--- config.mk ---
export PLATFORM = sky130hd
export DESIGN_NAME = cordic_vector_iter
export DESIGN_NICKNAME = d
export VERILOG_FILES = /design/src/rtl/cordic_pkg.sv /design/src/rtl/cordic_vec_step.sv /design/src/rtl/cordic_vector_iter.sv
export SDC_FILE = /design/constraint.sdc
export NUM_CORES = 2
export LEC_CHECK = 0
export CAP_MARGIN = 20
export CORE_ASPECT_RATIO = 0.5
export CORE_MARGIN = 4
export CORE_UTILIZATION = 45
export DETAILED_ROUTE_END_ITERATION = 8
export MAX_ROUTING_LAYER = met4
export RECOVER_POWER = 50
export SKIP_LAST_GASP = 1
export SYNTH_ARGS = -nofsm -noshare
export SYNTH_HDL_FRONTEND = slang
export SYNTH_SLANG_ARGS = --single-unit
--- constraint.sdc ---
create_clock -name clk -period 17.4 [get_ports clk]
set_input_delay 1.74 -clock clk [delete_from_list [all_inputs] [get_ports clk]]
set_output_delay 1.74 -clock clk [all_outputs]
set_load 0.1 [all_outputs]
--- src/rtl/cordic_pkg.sv ---
// Shared CORDIC constants: FSM states, Q3.29 arctangent table, pi constants and gain correction.
package cordic_pkg;

  typedef enum logic [2:0] {IDLE, PRE, ITER, COMP, DONE} state_t;

  localparam logic [31:0] PI_HALF = 32'h3243F6A9;
  localparam logic [31:0] PI      = 32'h6487ED51;
  localparam logic [31:0] KINV    = 32'h4DBA76D4;

  // atan(2^-j) in Q3.29, rounded to nearest
  localparam logic [31:0] ATAN_TAB [32] = '{
    32'h1921FB54, 32'h0ED63383, 32'h07D6DD7E, 32'h03FAB753,
    32'h01FF55BC, 32'h00FFEAAE, 32'h007FFD55, 32'h003FFFAB,
    32'h001FFFF5, 32'h000FFFFF, 32'h00080000, 32'h00040000,
    32'h00020000, 32'h00010000, 32'h00008000, 32'h00004000,
    32'h00002000, 32'h00001000, 32'h00000800, 32'h00000400,
    32'h00000200, 32'h00000100, 32'h00000080, 32'h00000040,
    32'h00000020, 32'h00000010, 32'h00000008, 32'h00000004,
    32'h00000002, 32'h00000001, 32'h00000000, 32'h00000000
  };

endpackage

--- src/rtl/cordic_vec_step.sv ---
// One CORDIC vectoring micro-rotation: rotate towards y=0 and accumulate the angle.
module cordic_vec_step #(
  parameter int W  = 34,
  parameter int JW = 5
) (
  input  logic signed [W-1:0]  x,
  input  logic signed [W-1:0]  y,
  input  logic signed [W-1:0]  z,
  input  logic        [JW-1:0] j,
  input  logic signed [W-1:0]  atan,
  output logic signed [W-1:0]  x_nx,
  output logic signed [W-1:0]  y_nx,
  output logic signed [W-1:0]  z_nx
);

  logic signed [W-1:0] xs, ys;

  always_comb begin
    xs = x >>> j;
    ys = y >>> j;
    if (!y[W-1]) begin
      x_nx = x + ys;
      y_nx = y - xs;
      z_nx = z + atan;
    end else begin
      x_nx = x - ys;
      y_nx = y + xs;
      z_nx = z - atan;
    end
  end

endmodule

--- src/rtl/cordic_vector_iter.sv ---
// Iterative CORDIC vectoring unit: Cartesian (x,y) to gain-compensated magnitude and angle.
module cordic_vector_iter
  import cordic_pkg::*;
#(
  parameter int M = 32,
  parameter int N = 16
) (
  input  logic                clk,
  input  logic                rst_n,
  input  logic                in_valid,
  output logic                in_ready,
  input  logic signed [M-1:0] x_in,
  input  logic signed [M-1:0] y_in,
  output logic                out_valid,
  input  logic                out_ready,
  output logic signed [M-1:0] mag_out,
  output logic signed [M-1:0] ang_out
);

  localparam int W    = M + 2;
  localparam int PW   = W + 33;
  localparam int JW   = $clog2(M);
  localparam int SH_L = (M > 32) ? M - 32 : 0;
  localparam int SH_R = (M < 32) ? 32 - M : 0;
  localparam logic [JW-1:0] JLAST = JW'(N - 1);
  localparam logic signed [PW-1:0] MAG_MAX = PW'({1'b0, {(M-1){1'b1}}});

  // Rescale a Q3.29 package constant to Q3.(M-3) at the internal width.
  function automatic logic signed [W-1:0] scale29(input logic [31:0] v);
    logic signed [W+31:0] t;
    t = signed'({{W{1'b0}}, v});
    return W'((t <<< SH_L) >>> SH_R);
  endfunction

  function automatic logic signed [M-1:0] sat_mag(input logic signed [PW-1:0] p);
    logic signed [PW-1:0] s;
    s = p >>> 31;
    if (s[PW-1])          return '0;
    else if (s > MAG_MAX) return {1'b0, {(M-1){1'b1}}};
    else                  return s[M-1:0];
  endfunction

  state_t              state;
  logic [JW-1:0]       j;
  logic signed [W-1:0] x_p0, y_p0, z_p0;
  logic                zero_p0;
  logic signed [PW-1:0] prod_p1;
  logic                comp_ph;

  logic [4:0]          jidx;
  logic signed [W-1:0] atan_c, x_nx, y_nx, z_nx;
  logic signed [PW-1:0] prod_c;

  assign jidx   = 5'(j);
  assign atan_c = scale29(ATAN_TAB[jidx]);
  assign prod_c = PW'(x_p0) * PW'(signed'({1'b0, KINV}));

  cordic_vec_step #(.W(W), .JW(JW)) u_step (
    .x    (x_p0),
    .y    (y_p0),
    .z    (z_p0),
    .j    (j),
    .atan (atan_c),
    .x_nx (x_nx),
    .y_nx (y_nx),
    .z_nx (z_nx)
  );

  always_ff @(posedge clk or negedge rst_n) begin
    if (!rst_n) begin
      state     <= IDLE;
      j         <= '0;
      x_p0      <= '0;
      y_p0      <= '0;
      z_p0      <= '0;
      zero_p0   <= 1'b0;
      prod_p1   <= '0;
      comp_ph   <= 1'b0;
      mag_out   <= '0;
      ang_out   <= '0;
      in_ready  <= 1'b0;
      out_valid <= 1'b0;
    end else begin
      case (state)
        IDLE: begin
          if (in_valid && in_ready) begin
            x_p0     <= {{2{x_in[M-1]}}, x_in};
            y_p0     <= {{2{y_in[M-1]}}, y_in};
            zero_p0  <= (x_in == '0) && (y_in == '0);
            in_ready <= 1'b0;
            state    <= PRE;
          end else begin
            in_ready <= 1'b1;
          end
        end
        // fold the left half-plane into the right so the iterations converge
        PRE: begin
          if (x_p0[W-1] && !y_p0[W-1]) begin
            x_p0 <= y_p0;
            y_p0 <= -x_p0;
            z_p0 <= scale29(PI_HALF);
          end else if (x_p0[W-1]) begin
            x_p0 <= -y_p0;
            y_p0 <= x_p0;
            z_p0 <= -scale29(PI_HALF);
          end else begin
            z_p0 <= '0;
          end
          j     <= '0;
          state <= ITER;
        end
        ITER: begin
          x_p0 <= x_nx;
          y_p0 <= y_nx;
          z_p0 <= z_nx;
          j    <= j + 1'b1;
          if (j == JLAST) state <= COMP;
        end
        // two-cycle gain compensation: register the product, then saturate
        COMP: begin
          if (!comp_ph) begin
            prod_p1 <= prod_c;
            comp_ph <= 1'b1;
          end else begin
            mag_out   <= sat_mag(prod_p1);
            ang_out   <= zero_p0 ? '0 : z_p0[M-1:0];
            out_valid <= 1'b1;
            comp_ph   <= 1'b0;
            state     <= DONE;
          end
        end
        DONE: begin
          if (out_ready) begin
            out_valid <= 1'b0;
            in_ready  <= 1'b1;
            state     <= IDLE;
          end
        end
        default: state <= IDLE;
      endcase
    end
  end

endmodule
==> metrics <==
vias 35400; number of port buffers approximately 130; total CTS buffers 24; hold_buf cts 0; Synthesized Nets between 5000 and 6000; Reg2Reg Depth 22; crit share post-route between 60 and 70%; critical path data arrival time 11090 ps; CTS clk-pin slew, worst paths around 80 ps; Net count, final ~5700; setup_tns 0 ps; Post-synth EDFFs 0; Post-Synthesis Cells roughly 4700; io pins between 100 and 150; Worst Clk Skew ~33 ps; Critical Path Sink x_p0[32]$_DFFE_PN0P_; minimum clock period about 11000 ps; Overall Global Routing Usage 34.5%; Max clock buf depth 3; Pre-antenna DRT Iters 6; Seq/Total Area, Yosys 12.6%; RSZ-0062 raised after global routing false; slew margin rel. -308%; DP Area 0.0443 mm²; Area contributors post-synth fa_1 (25%), ha_1 (13%), dfrtp_1 (13%); Worst EP required approximately 18000 ps; syn avg cell area a little under 9 µm²; PostCTS Resize Cnt 0; DPL Wire Length between 100000 and 150000 µm; commonest non-fill, non-tap cell in the layout inv_1; flop2flop setup slack 6780 ps; Post-synth ARST share between 90% and 100%; fin area 0.0451 mm²; Fillers 8813; antenna cell count 0; layout cell share with drive strength beyond 1 between 5 and 6%; Core Area approximately 0.09 mm²; die width roughly 440 µm; RR Startpoint j[0]$_DFFE_PN0N_; Post-Syn Area 0.0420 mm²; CTS tree yes; Die H between 200 and 250 µm; outcome finished, violations left; Avg Vias per Cell 5.94; vias in the first global route approximately 35000; number of synthesized register bits approximately 210; root buffer cell clkbuf_16; crit-path max FO 45; site row count 78; remaining global-route overflow 0; Worst-Skew Late Latency between 600 and 700 ps; Setup crit start j[0]$_DFFE_PN0N_; # clock sinks 211; post-synth top area share ~25%; htree depth 1; Final setup viols 0; Fmax around 94 MHz; drt total wl about 160000 µm; Post CTS Setup Buffer Count 0; crit start category flip-flop; initial antenna violation count 1; cell taking the most area after synthesis fa_1; RePlAce Congestion between 1 and 1.5; largest net degree at the start of global routing about 110; Initial Utilization roughly 46%; maxcap violations 8; area grow syn2layout 7.47%; Slew Limit Fails 506; average routed wire per standard cell ~28 µm; RR Endpoint x_p0[32]$_DFFE_PN0P_; Post-synth top flop dfrtp_1; Residual DRC 0; worst hold path class reg -> reg; CP Capture Type flip-flop; failing checks capacitance limit, slew limit; synth warn 0; synth unique cells roughly 100; first-pass GRT wire length 244000 µm; final hold vios 0; die area 0.0986 mm²; critical path class reg -> reg; most frequent cells in the layout inv_1 (857), fa_1 (526), ha_1 (443), a21oi_1 (299), nand2_1 (289); DRT iter0 DRCs just over 4000; ANT nets after route 0; Worst-Margin Slew between 6000 and 7000 ps
## cells in the mapped netlist, types with 9 or more instances
master    instances
a211oi_1         53
mux2_2           20
nand2b_1         66
nor2_1          282
o221ai_1          9
inv_1           857
mux2i_1          57
and4_1           10
nand3_1          47
a32oi_1           9
o21bai_1         12
o21ai_0         243
and2_1           18
buf_2            14
a221o_1          24
xor2_1           97
o22ai_1          43
o21a_1           30
nor2b_1          31
and3_1           22
mux4_2           72
ha_1            443
a31oi_1          31
nand4_1          27
nand2_1         290
fa_1            526
a21oi_1         299
dfrtp_1         211
buf_4            11
buf_1            22
buf_6            14
or3_1            19
nor4_1           26
or2_2            15
xnor2_1         180
o31ai_1          57
a21o_1           74
clkbuf_1        148
a221oi_1         28
a22oi_1          14
o211ai_1         19
nor3_1           50
## how the worst min path moves through the flow
stage	slack, ps	startpoint	cells past startpoint	endpoint
floorplan	440	prod_p1[63]$_DFFE_PN0P_	2	prod_p1[63]$_DFFE_PN0P_
global placement	460	prod_p1[64]$_DFFE_PN0P_	2	prod_p1[64]$_DFFE_PN0P_
detailed placement	460	prod_p1[63]$_DFFE_PN0P_	2	prod_p1[63]$_DFFE_PN0P_
CTS	480	prod_p1[63]$_DFFE_PN0P_	2	prod_p1[63]$_DFFE_PN0P_
global route	500	ang_out[14]$_DFFE_PN0P_	2	ang_out[14]$_DFFE_PN0P_
finish	470	prod_p1[63]$_DFFE_PN0P_	2	prod_p1[63]$_DFFE_PN0P_
## final cells by class
cell class | count | area [µm²] | area share [%]
Timing Repair Buffer | 193 | 1790 | 3.97
Clock inverter | 13 | 175 | 0.388
Clock buffer | 31 | 657 | 1.46
Tap cell | 1240 | 1550 | 3.44
Multi-Input combinational cell | 3403 | 32400 | 71.9
Sequential cell | 211 | 5290 | 11.7
Inverter | 861 | 3230 | 7.16
## kinds of logic (layout without fill, tap and decap cells)
family | Yosys count | in the layout | synth area share [%]
muxes | 156 | 156 | 6.16
and+or+nand+nor | 947 | 947 | 10.8
DFF | 211 | 211 | 12.6
AOI/OAI and AO/OA | 1053 | 1053 | 16.1
adders and majority gates | 969 | 969 | 38.3
xor gates and xnor gates | 278 | 278 | 5.83
buffers and inverters | 1079 | 1098 | 10.3
## routing by layer
metal / part of all wire, % / GRT usage [%] / wire, µm
met2: 43 / 49.9 / 71200
met3: 9.0 / 7.55 / 14900
met1: 45 / 49.6 / 74200
met5: 0 / - / 0
met4: 2.7 / 7.54 / 4450
## through the flow
step           util [%]  cells  hold WS, ps  setup slack, ps
6_report           49.3   5952          474             6780
5_1_grt            49.3   5952          500             5850
4_1_cts            49.3   5950          478             8310
3_5_place_dp       48.4   5906          463             8390
3_3_place_gp       48.4   5903          460             8460
2_1_floorplan         -   4693          442             9230
## critical path, stage by stage, from the launching register on
cell	delay, ps
dfrtp_1	1630
clkbuf_1	2190
mux4_1	820
mux2i_1	480
o21ai_0	160
nor3_1	660
and2_1	250
and3_1	250
and4_1	470
a21oi_1	150
xnor2_1	390
ha_1	390
a21o_1	240
a21o_1	180
a21oi_1	290
o21a_1	180
o21ai_0	140
and2_1	240
o41ai_1	620
a21oi_1	280
nor2_1	180
xor2_1	140
o21ai_0	90
## sequential cells by signal (all words and copies together) (netlist names)
| name | flops |
|---|---|
| j | 5 |
| prod_p1 | 35 |
| state | 3 |
| y_p0 | 34 |
| x_p0 | 34 |
| ang_out | 32 |
| out_valid | 1 |
| zero_p0 | 1 |
| mag_out | 32 |
| in_ready | 1 |
| comp_ph | 1 |
| z_p0 | 32 |
Power is not shown: default switching activity piles up to over one toggle a cycle in this logic, so the estimate is an artifact.
